$ cat config.mk
export PLATFORM = sky130hd
export DESIGN_NAME = fetch_queue
export DESIGN_NICKNAME = d
export VERILOG_FILES = /design/src/rtl/riscv_pkg.sv /design/src/rtl/fetch_queue_popcount.sv /design/src/rtl/fetch_queue.sv
export SDC_FILE = /design/constraint.sdc
export NUM_CORES = 1
export LEC_CHECK = 0
export ABC_CLOCK_PERIOD_IN_PS = 5800
export CAP_MARGIN = 20
export CORE_MARGIN = 2
export CORE_UTILIZATION = 59
export CTS_CLUSTER_SIZE = 16
export DETAILED_ROUTE_END_ITERATION = 8
export GPL_ROUTABILITY_DRIVEN = 0
export PLACE_DENSITY = 0.84
export SLEW_MARGIN = 5
export SYNTH_ARGS = -nofsm -noshare
export SYNTH_HDL_FRONTEND = slang
export SYNTH_SLANG_ARGS = --single-unit
$ cat constraint.sdc
create_clock -name clk -period 5.8 [get_ports clk]
set_input_delay 1.16 -clock clk [delete_from_list [all_inputs] [get_ports clk]]
set_output_delay 1.16 -clock clk [all_outputs]
set_load 0.05 [all_outputs]
$ cat src/rtl/riscv_pkg.sv
// riscv_pkg: shared frontend widths and the fetch-queue entry layout.
package riscv_pkg;
    localparam int FRONTEND_WIDTH = 2;
    localparam int XLEN = 32;
    localparam int FQ_DEPTH = 8;
    localparam int FW_CNT_W = $clog2(FRONTEND_WIDTH + 1);

    typedef struct packed {
        logic [XLEN-1:0] instr;
        logic [XLEN-1:0] pc;
    } fq_entry_t;
endpackage

$ cat src/rtl/fetch_queue_popcount.sv
// fq_popcount: number of set bits in a FRONTEND_WIDTH-bit lane mask.
module fq_popcount
    import riscv_pkg::*;
(
    input  logic [FRONTEND_WIDTH-1:0] mask_i,
    output logic [FW_CNT_W-1:0]       count_o
);
    always_comb begin
        count_o = '0;
        for (int i = 0; i < FRONTEND_WIDTH; i++) count_o = count_o + FW_CNT_W'(mask_i[i]);
    end
endmodule

$ cat src/rtl/fetch_queue.sv
// fetch_queue: circular instruction buffer between fetch and decode.
// Outputs depend only on registered state; pushes become visible one cycle later.
module fetch_queue
    import riscv_pkg::*;
#(
    parameter int DEPTH = FQ_DEPTH
) (
    input  logic                                clk,
    input  logic                                reset,
    input  logic                                flush_i,
    input  logic [FRONTEND_WIDTH-1:0]           if_valid_i,
    input  logic [FRONTEND_WIDTH-1:0][XLEN-1:0] if_instr_i,
    input  logic [FRONTEND_WIDTH-1:0][XLEN-1:0] if_pc_i,
    output logic                                if_ready_o,
    output logic [FRONTEND_WIDTH-1:0]           dec_valid_o,
    output logic [FRONTEND_WIDTH-1:0][XLEN-1:0] dec_instr_o,
    output logic [FRONTEND_WIDTH-1:0][XLEN-1:0] dec_pc_o,
    input  logic                                dec_ready_i,
    output logic [$clog2(DEPTH+1)-1:0]          count_o
);
    localparam int PW = $clog2(DEPTH);
    localparam int CW = $clog2(DEPTH + 1);

    fq_entry_t         mem_q [DEPTH];
    logic [PW-1:0]     rd_ptr_q, rd_ptr_d, wr_ptr_q, wr_ptr_d;
    logic [CW-1:0]     count_q, count_d, navail;
    logic [FW_CNT_W-1:0] push_cnt, pop_cnt, npush, npop;
    logic              push_en;

    fq_popcount u_push_cnt (.mask_i(if_valid_i),  .count_o(push_cnt));
    fq_popcount u_pop_cnt  (.mask_i(dec_valid_o), .count_o(pop_cnt));

    // Readiness ignores a same-cycle pop so occupancy can never exceed DEPTH.
    assign if_ready_o = count_q <= CW'(DEPTH - FRONTEND_WIDTH);
    assign navail     = count_q < CW'(FRONTEND_WIDTH) ? count_q : CW'(FRONTEND_WIDTH);
    assign npush      = if_ready_o ? push_cnt : '0;
    assign npop       = dec_ready_i ? pop_cnt : '0;
    assign push_en    = if_ready_o && !flush_i && !reset;
    assign count_o    = count_q;

    for (genvar k = 0; k < FRONTEND_WIDTH; k++) begin : g_lane
        fq_entry_t e;
        assign e              = mem_q[rd_ptr_q + PW'(k)];
        assign dec_valid_o[k] = CW'(k) < navail;
        assign dec_instr_o[k] = dec_valid_o[k] ? e.instr : '0;
        assign dec_pc_o[k]    = dec_valid_o[k] ? e.pc : '0;
    end

    always_comb begin
        rd_ptr_d = flush_i ? '0 : rd_ptr_q + PW'(npop);
        wr_ptr_d = flush_i ? '0 : wr_ptr_q + PW'(npush);
        count_d  = flush_i ? '0 : count_q + CW'(npush) - CW'(npop);
    end

    always_ff @(posedge clk) begin
        if (reset) begin
            rd_ptr_q <= '0;
            wr_ptr_q <= '0;
            count_q  <= '0;
        end else begin
            rd_ptr_q <= rd_ptr_d;
            wr_ptr_q <= wr_ptr_d;
            count_q  <= count_d;
        end
    end

    always_ff @(posedge clk) begin
        for (int k = 0; k < FRONTEND_WIDTH; k++)
            if (push_en && if_valid_i[k]) mem_q[wr_ptr_q + PW'(k)] <= '{instr: if_instr_i[k], pc: if_pc_i[k]};
    end
endmodule

## Yosys cells after proc, flatten, opt, wreduce, memory -nomap -nowiden

Memories as Yosys holds them, arrays and structs flattened. A register that Yosys moved wholly into a read port is not among the register bits.
Cells that the tools add are included.

| word-level totals | value |
|---|---|
| register bits | 10 |
| memory bits (writable) | 512 |
| input port bits | 134 |
| memories kept | 1 |
| output and inout port bits | 135 |

| operators by class | value |
|---|---|
| reductions and logical operators | 7 |
| $lt $le $gt $ge | 4 |
| mux-type cells | 12 |
| add/subtract/negate cells | 8 |

Memories:

| memory | words | width | read ports | clocked after Yosys merged registers in | wr ports | RTL line | RTL |
|---|---|---|---|---|---|---|---|
| mem_q | 8 | 64 | 2 | 1 | 2 | fetch_queue.sv:24 | `fq_entry_t mem_q [DEPTH];` |

Operators by type and width:

| operator | count |
|---|---|
| $mux W32 | 4 |
| $lt A1 B4 Y1 const A | 2 |
| $add A3 B1 Y3 const B | 2 |
| $add A3 B2 Y3 | 2 |
| $add A1 B1 Y2 | 2 |
| $add A4 B2 Y4 | 1 |
| $le A4 B3 Y1 const B | 1 |
| $logic_and A1 B1 Y1 | 4 |
| $lt A4 B2 Y1 const B | 1 |
| $mux W1 | 4 |
| $mux W2 | 2 |
| $mux W4 | 1 |
| $sub A4 B2 Y4 | 1 |
| $mux W3 | 1 |
| $logic_not A1 Y1 | 2 |
| $reduce_or A2 Y1 | 1 |

## Logic depth before layout (Yosys ltp)

Gate-level depths: netlist of run 1.

| logic depth | value |
|---|---|
| word-level depth | 7 |
| mapped depth | 13 |
| mapped depth without buffers | 12 |

## Cells and area by module

Synthesis of run 1 repeated with hierarchy kept, for this count alone.

| second synthesis, totals | value |
|---|---|
| cell total of the unflattened synthesis | 2414 |
| area, all modules | 30458.0 sq um |

By module, submodules not included:

| module | seq. area each (sq um) | cells each | area each (sq um) | instances |
|---|---|---|---|---|
| fetch_queue | 15574.9 | 2412 | 30432.9 | 1 |
| fq_popcount | 0.0 | 1 | 12.5 | 2 |

## Worst setup path after synthesis of run 1

Ideal clock, no wire load.

| timing | value |
|---|---|
| path type | input to register |
| from | in if_valid_i[1] |
| to | mem mem_q[7][0] (netlist bit) (enable) |
| required time | 5293 ps |
| path buffers | 1 |
| stages on the path | 4 |
| setup slack | 478 ps |
| arrival time | 4815 ps |
| cell sequence | clkbuf_1 -> and3_1 -> nand2b_1 -> a21oi_1 |

RTL lines:

| item | RTL line | RTL |
|---|---|---|
| start: declaration | fetch_queue.sv:11 | `input logic [FRONTEND_WIDTH-1:0] if_valid_i,` |
| end: declaration | fetch_queue.sv:24 |  |

==> results of run 1 <==
## worst reg2reg max path, cell delays in order, from the launching register on
cell and delay [ns]:
dfxtp_1 0.82, ha_1 0.36, xor2_1 0.23, and3_1 0.28, and4_4 0.93, buf_4 0.38, mux2_2 0.36
## cell type report
type | instances | area share [%]
Multi-Input combinational cell | 1503 | 40.29
Clock buffer | 69 | 3.980
Antenna cell | 11 | 0.07668
Inverter | 14 | 0.1464
Clock inverter | 29 | 0.3939
Sequential cell | 522 | 43.41
Tap cell | 680 | 2.370
Timing Repair Buffer | 336 | 9.334
## final timing paths
path                from           end  slack, ns  depth (start not counted)
min           count_o[0]    count_o[0]       0.70                          2
max reg2reg  wr_ptr_q[0]  mem_q[6][14]       2.19                          6
min reg2reg   count_o[0]    count_o[0]       0.70                          2
max          rd_ptr_q[0]  dec_pc_o[32]       0.23                          6
## metal layers
metal | routed length [um] | vias up | track usage (%)
met2 | 45550 | 1329 | 56.88
met5 | 122 | - | 0
li1 | - | 9370 | -
met3 | 8842 | 291 | 6.360
met4 | 3981 | 18 | 15.72
met1 | 34350 | 11070 | 42.51
## flip-flops by register name, indices dropped and copies added (netlist names)
register  flops
wr_ptr_q      3
rd_ptr_q      3
count_o       4
mem_q       512
## cells in the final DEF, fill, tap and decap left out, drive strengths merged, types with 5 or more instances in the layout
cell           count
buf               70
a21oi              6
clkinv            24
dfxtp             10
a22oi             64
mux2             576
a31oi             66
mux2i            448
clkdlybuf4s50    266
and2               5
inv               17
nand3              6
ha                11
xor2               5
nor2              17
edfxtp           512
nand2             71
diode             11
a221oi           128
clkbuf            69
o21ai             64
## cells by family after synthesis
logic type | share of synthesized area (%)
compound gates | 7.746
xor+xnor | 0.2229
fa+ha+maj | 0.7053
buf+inv | 3.352
flops | 50.46
mux | 35.54
simple gates | 1.978
## power breakdown
part	total [mW]	internal, mW	leakage (nW)	switching (mW)
Combinational	7.18	2.38	5.57	4.80
Sequential	4.30	4.25	4.70	0.0582
Clock	3.21	1.73	0.765	1.48
## cell usage after synthesis (3+ instances only)
| cell | n |
|---|---|
| a21oi_1 | 6 |
| a221oi_1 | 128 |
| a22oi_1 | 64 |
| a31oi_1 | 66 |
| and2_1 | 5 |
| and3_1 | 3 |
| buf_1 | 7 |
| buf_2 | 82 |
| buf_4 | 17 |
| buf_6 | 12 |
| clkbuf_1 | 74 |
| dfxtp_1 | 10 |
| edfxtp_1 | 512 |
| fa_1 | 4 |
| ha_1 | 11 |
| inv_1 | 14 |
| mux2_1 | 63 |
| mux2_2 | 513 |
| mux2i_1 | 448 |
| nand2_1 | 71 |
| nand3_2 | 4 |
| nor2_1 | 17 |
| nor2b_1 | 4 |
| nor3_1 | 3 |
| o21ai_0 | 64 |
| xor2_1 | 5 |
==> impl_metrics.tcl, run 1 <==
set metrics [dict create \
    status "complete, no violations" \
    fin_skew_ns 0.02063 \
    die_area_sq_mm 0.05417 \
    dp_hpwl_um 53190 \
    ir_drop_mv 0.6872 \
    arrival_ns 4.41 \
    netlist_area_sq_mm 0.03087 \
    ys_seq_area_share_pct 50.46 \
    yosysWarnings 0 \
    cpMaxStageDelayCell "clkdlybuf4s50_1" \
    root_buffer "clkbuf_16" \
    multiInputGateArea_sq_mm 0.01446 \
    dpl_cell_area_sq_mm 0.03430 \
    vias_per_cell 6.977 \
    cts_resized 0 \
    ff_latch_area_sq_mm 0.01558 \
    route.detailed.drc 0 \
    syn_area_per_cell_sq_um 13.83 \
    finalWorstSetupSlack_ns 0.2321 \
    critical_path.top_delay_family "buffers and inverters" \
    ys.flop_type "edfxtp_1" \
    ctsHtreeMaxLevel 2 \
    crit_type "flop to output port" \
    cpPeakStageDelay_ns 0.92 \
    die_h_um 232.7 \
    relSlewSlack_pct 20.05 \
    yosys.area.top_type "edfxtp_1" \
    port-buffer-count 268 \
    routedWlPerCell_um 29.34 \
    fin_crit_ns 5.568 \
    p_leak_nw 11.04 \
    end_kind "output port" \
    cts.sinks 522 \
    worst-slew-pin-transition_ns 1.195 \
    cp-start-kind "flop" \
    min_period_over_period_pct 96.00 \
    maxSlewViolCount 0 \
    final_core_util_pct 69.69 \
    setup_viol 0 \
    ys_async_sr_fraction_pct 0 \
    num_rows 83 \
    drv_cap 0 \
    synth_seq_cells 522 \
    die_w_um 232.7 \
    yosys.area.top_type_share_pct 49.81 \
    drt_iter0_drc 2313 \
    synth_edf_count 512 \
    hp-class "flop to flop" \
    final_area_sq_mm 0.03590 \
    fill_cells 3549 \
    worstPathRequired_ns 4.64 \
    synthesis.nets 2381 \
    grt_overflow_total 0 \
    grt_pass1_vias 22950 \
    first_pass_iters 5 \
    dp_cells 3055 \
    grt_setup_unrepaired "no" \
    drt-total-wl_um 92850 \
    pre_cts_ws_ns 0.9855 \
    grt_max_degree 137 \
    final.setup.tns_ns 0 \
    grt_use_total_pct 33.89 \
    via_count 22080 \
    crit_chain "ha_4 -> xor2_4 -> buf_12 -> mux2i_1 -> a221oi_1 -> clkdlybuf4s50_1" \
    p_total_mw 14.69 \
    start_util_pct 59.93 \
    area_delta_synth_final_pct 16.29 \
    finalHoldViolations 0 \
    holdBufCountCts 0 \
    cts_tree "done" \
    clk_pin_slew_ns 0.06 \
    core_area_sq_mm 0.05151 \
    fin_cells 3164 \
    power_density_mw_per_mm2 409.3 \
    hold_ws_ns 0.7022 \
    max_freq_mhz 179.6 \
    clk_latency_ns 0.62 \
    drive_gt1_share_pct 27.62 \
    cts_buffers 55 \
    post-cts-setup-buffer-count 0 \
    ioPinCount 269 \
    antenna_found_initial 17 \
    drtAntennaViolNets 0 \
    yosys-top-cells-area "edfxtp_1 50%, mux2_2 19%, mux2i_1 15%" \
    clockBufferDepth 3 \
    synth_cells 2232 \
    fin_nets 2581 \
    worstPathMaxFanout 130 \
    grt_pass1_wl_um 138000 \
    synth_cell_types 43 \
    crit_buf_inv 2 \
]
(Power assumes the default switching activity.)
==> run 2, diff against run 1 <==
--- a/config.mk
+++ b/config.mk
@@ -12,6 +12,7 @@
 export CTS_CLUSTER_SIZE = 16
 export DETAILED_ROUTE_END_ITERATION = 8
 export GPL_ROUTABILITY_DRIVEN = 0
+export HOLD_SLACK_MARGIN = 0.1
 export PLACE_DENSITY = 0.84
 export SLEW_MARGIN = 5
 export SYNTH_ARGS = -nofsm -noshare
==> results of run 2 <==
No change in the layout: final DEF, timing and power equal those of run 1.
==> run 3, diff against run 2 <==
--- a/config.mk
+++ b/config.mk
@@ -8,12 +8,12 @@
 export ABC_CLOCK_PERIOD_IN_PS = 5800
 export CAP_MARGIN = 20
 export CORE_MARGIN = 2
-export CORE_UTILIZATION = 59
+export CORE_UTILIZATION = 50
 export CTS_CLUSTER_SIZE = 16
 export DETAILED_ROUTE_END_ITERATION = 8
 export GPL_ROUTABILITY_DRIVEN = 0
 export HOLD_SLACK_MARGIN = 0.1
-export PLACE_DENSITY = 0.84
+export PLACE_DENSITY = 0.74
 export SLEW_MARGIN = 5
 export SYNTH_ARGS = -nofsm -noshare
 export SYNTH_HDL_FRONTEND = slang
==> run 3 against run 2 <==
Effect of this change:
- utilization decreased by 11 points
- power rose by 2.5%
- clock-buffer cell count is 15 higher
- first-iteration DRC count down 7.1%
- clock skew shrank 0.0026 ns
- critical endpoint is now dec_instr_o[32]
- largest cell class unchanged
==> impl_metrics.tcl, run 3 (synthesis results as in run 1) <==
set metrics [dict create \
    status "complete, no violations" \
    num_rows 91 \
    port-buffer-count 268 \
    core_area_sq_mm 0.06137 \
    ir_drop_mv 0.4733 \
    hp-class "flop to flop" \
    die_area_sq_mm 0.06374 \
    fin_skew_ns 0.01804 \
    cp-start-kind "flop" \
    post-cts-setup-buffer-count 0 \
    worstPathMaxFanout 46 \
    layout_commonest_cell "mux2_2" \
    grt_pass1_wl_um 140600 \
    setup_viol 0 \
    clk_pin_slew_ns 0.06 \
    max_freq_mhz 184.5 \
    drtAntennaViolNets 0 \
    ioPinCount 269 \
    cts_resized 0 \
    start_util_pct 50.30 \
    drive_gt1_share_pct 27.48 \
    grt_setup_unrepaired "no" \
    routedWlPerCell_um 29.39 \
    antenna_found_initial 15 \
    grt_max_degree 113 \
    grt_pass1_vias 22500 \
    power_density_mw_per_mm2 416.3 \
    drt-total-wl_um 95990 \
    dp_hpwl_um 53690 \
    finalWorstSetupSlack_ns 0.3807 \
    grt_use_total_pct 29.43 \
    drt_iter0_drc 2148 \
    clk_latency_ns 0.62 \
    final_area_sq_mm 0.03619 \
    die_w_um 252.5 \
    pre_cts_ws_ns 1.034 \
    cp-startpoint "rd_ptr_q[1]" \
    cts_buffers 58 \
    reg2reg_from "count_o[2]" \
    clockBufferDepth 3 \
    maxSlewViolCount 0 \
    vias_per_cell 6.678 \
    hold_ws_ns 0.7250 \
    worstHoldStart "wr_ptr_q[2]" \
    drv_cap 0 \
    largest_reg_flops 512 \
    final.setup.tns_ns 0 \
    root_buffer "clkbuf_16" \
    cts.sinks 522 \
    fill_cells 4735 \
    relSlewSlack_pct 18.88 \
    worstPathRequired_ns 4.64 \
    finalHoldViolations 0 \
    crit_type "flop to output port" \
    worst-slew-pin-transition_ns 1.217 \
    cts_tree "done" \
    die_h_um 252.5 \
    min_period_over_period_pct 93.44 \
    final_cell_mix "513 x mux2_2, 512 x edfxtp_1, 448 x mux2i_1" \
    first_pass_iters 7 \
    via_count 21810 \
    end_kind "output port" \
    fin_nets 2575 \
    grt_overflow_total 0 \
    arrival_ns 4.26 \
    fin_crit_ns 5.419 \
    p_leak_nw 11.12 \
    top_register "mem_q" \
    ctsHtreeMaxLevel 2 \
    dpl_cell_area_sq_mm 0.03432 \
    holdBufCountCts 0 \
    area_delta_synth_final_pct 17.24 \
    route.detailed.drc 0 \
]
-- run 3: cell types whose count changed in the layout (fill, tap and decap cells not counted), sizes merged --
cell           before  now
clkbuf             69   84
buf                70   60
clkinv             24   15
diode              11    5
bufinv              0    4
inv                17   15
clkdlybuf4s50     266  267
clkinvlp            2    1
-- run 3: layer usage --
metal  routed length, um  vias to the layer above  global-route usage, %
li1                    -                     9352                      -
met1               37660                    11070                  38.02
met2               46590                     1124                  48.95
met3                8045                      243                  4.882
met4                3569                       20                  12.68
met5                 115                        -                      0
-- run 3: path summary, 6_finish.rpt --
path	slack, ns	endpoint	depth (start not counted)
min reg2reg	0.73	wr_ptr_q[2]	2
max	0.38	dec_instr_o[32]	7
max reg2reg	1.96	count_o[3]	12
min	0.73	wr_ptr_q[2]	2
-- run 3: power by group --
part | switching, mW | internal, mW
combinational | 4.80 | 2.36
sequential | 0.0710 | 4.25
clock | 1.51 | 2.09
total | 6.37 | 8.69
-- run 3: critical path: stages (launching register included) --
cell,delay (ns)
dfxtp_4,0.67
ha_4,0.58
buf_12,0.39
mux2i_1,0.13
a31oi_1,0.16
o21ai_0,0.12
a221oi_1,0.63
clkdlybuf4s50_1,0.94
-- run 3: per-stage QoR --
| step | power (mW) | std cells | util [%] |
|---|---|---|---|
| global route | 15.54 | 3266 | 58.97 |
| floorplan | 8.963 | 2232 | - |
| CTS | 15.07 | 3259 | 58.87 |
| global placement | 11.43 | 3154 | 55.93 |
| detailed placement | 11.48 | 3154 | 55.93 |
| finish | 15.07 | 3266 | 58.97 |
-- run 3: final cells by class --
cell class | count | area (sq um) | area share [%]
inverters | 14 | 52.55 | 0.1452
repair buffers | 327 | 3281 | 9.065
well taps | 790 | 988.4 | 2.731
clock buffers | 84 | 1610 | 4.449
multi-input cells | 1503 | 14470 | 39.97
flip-flops and latches | 522 | 15580 | 43.06
clock inverters | 21 | 198.9 | 0.5497
diodes | 5 | 12.51 | 0.03457
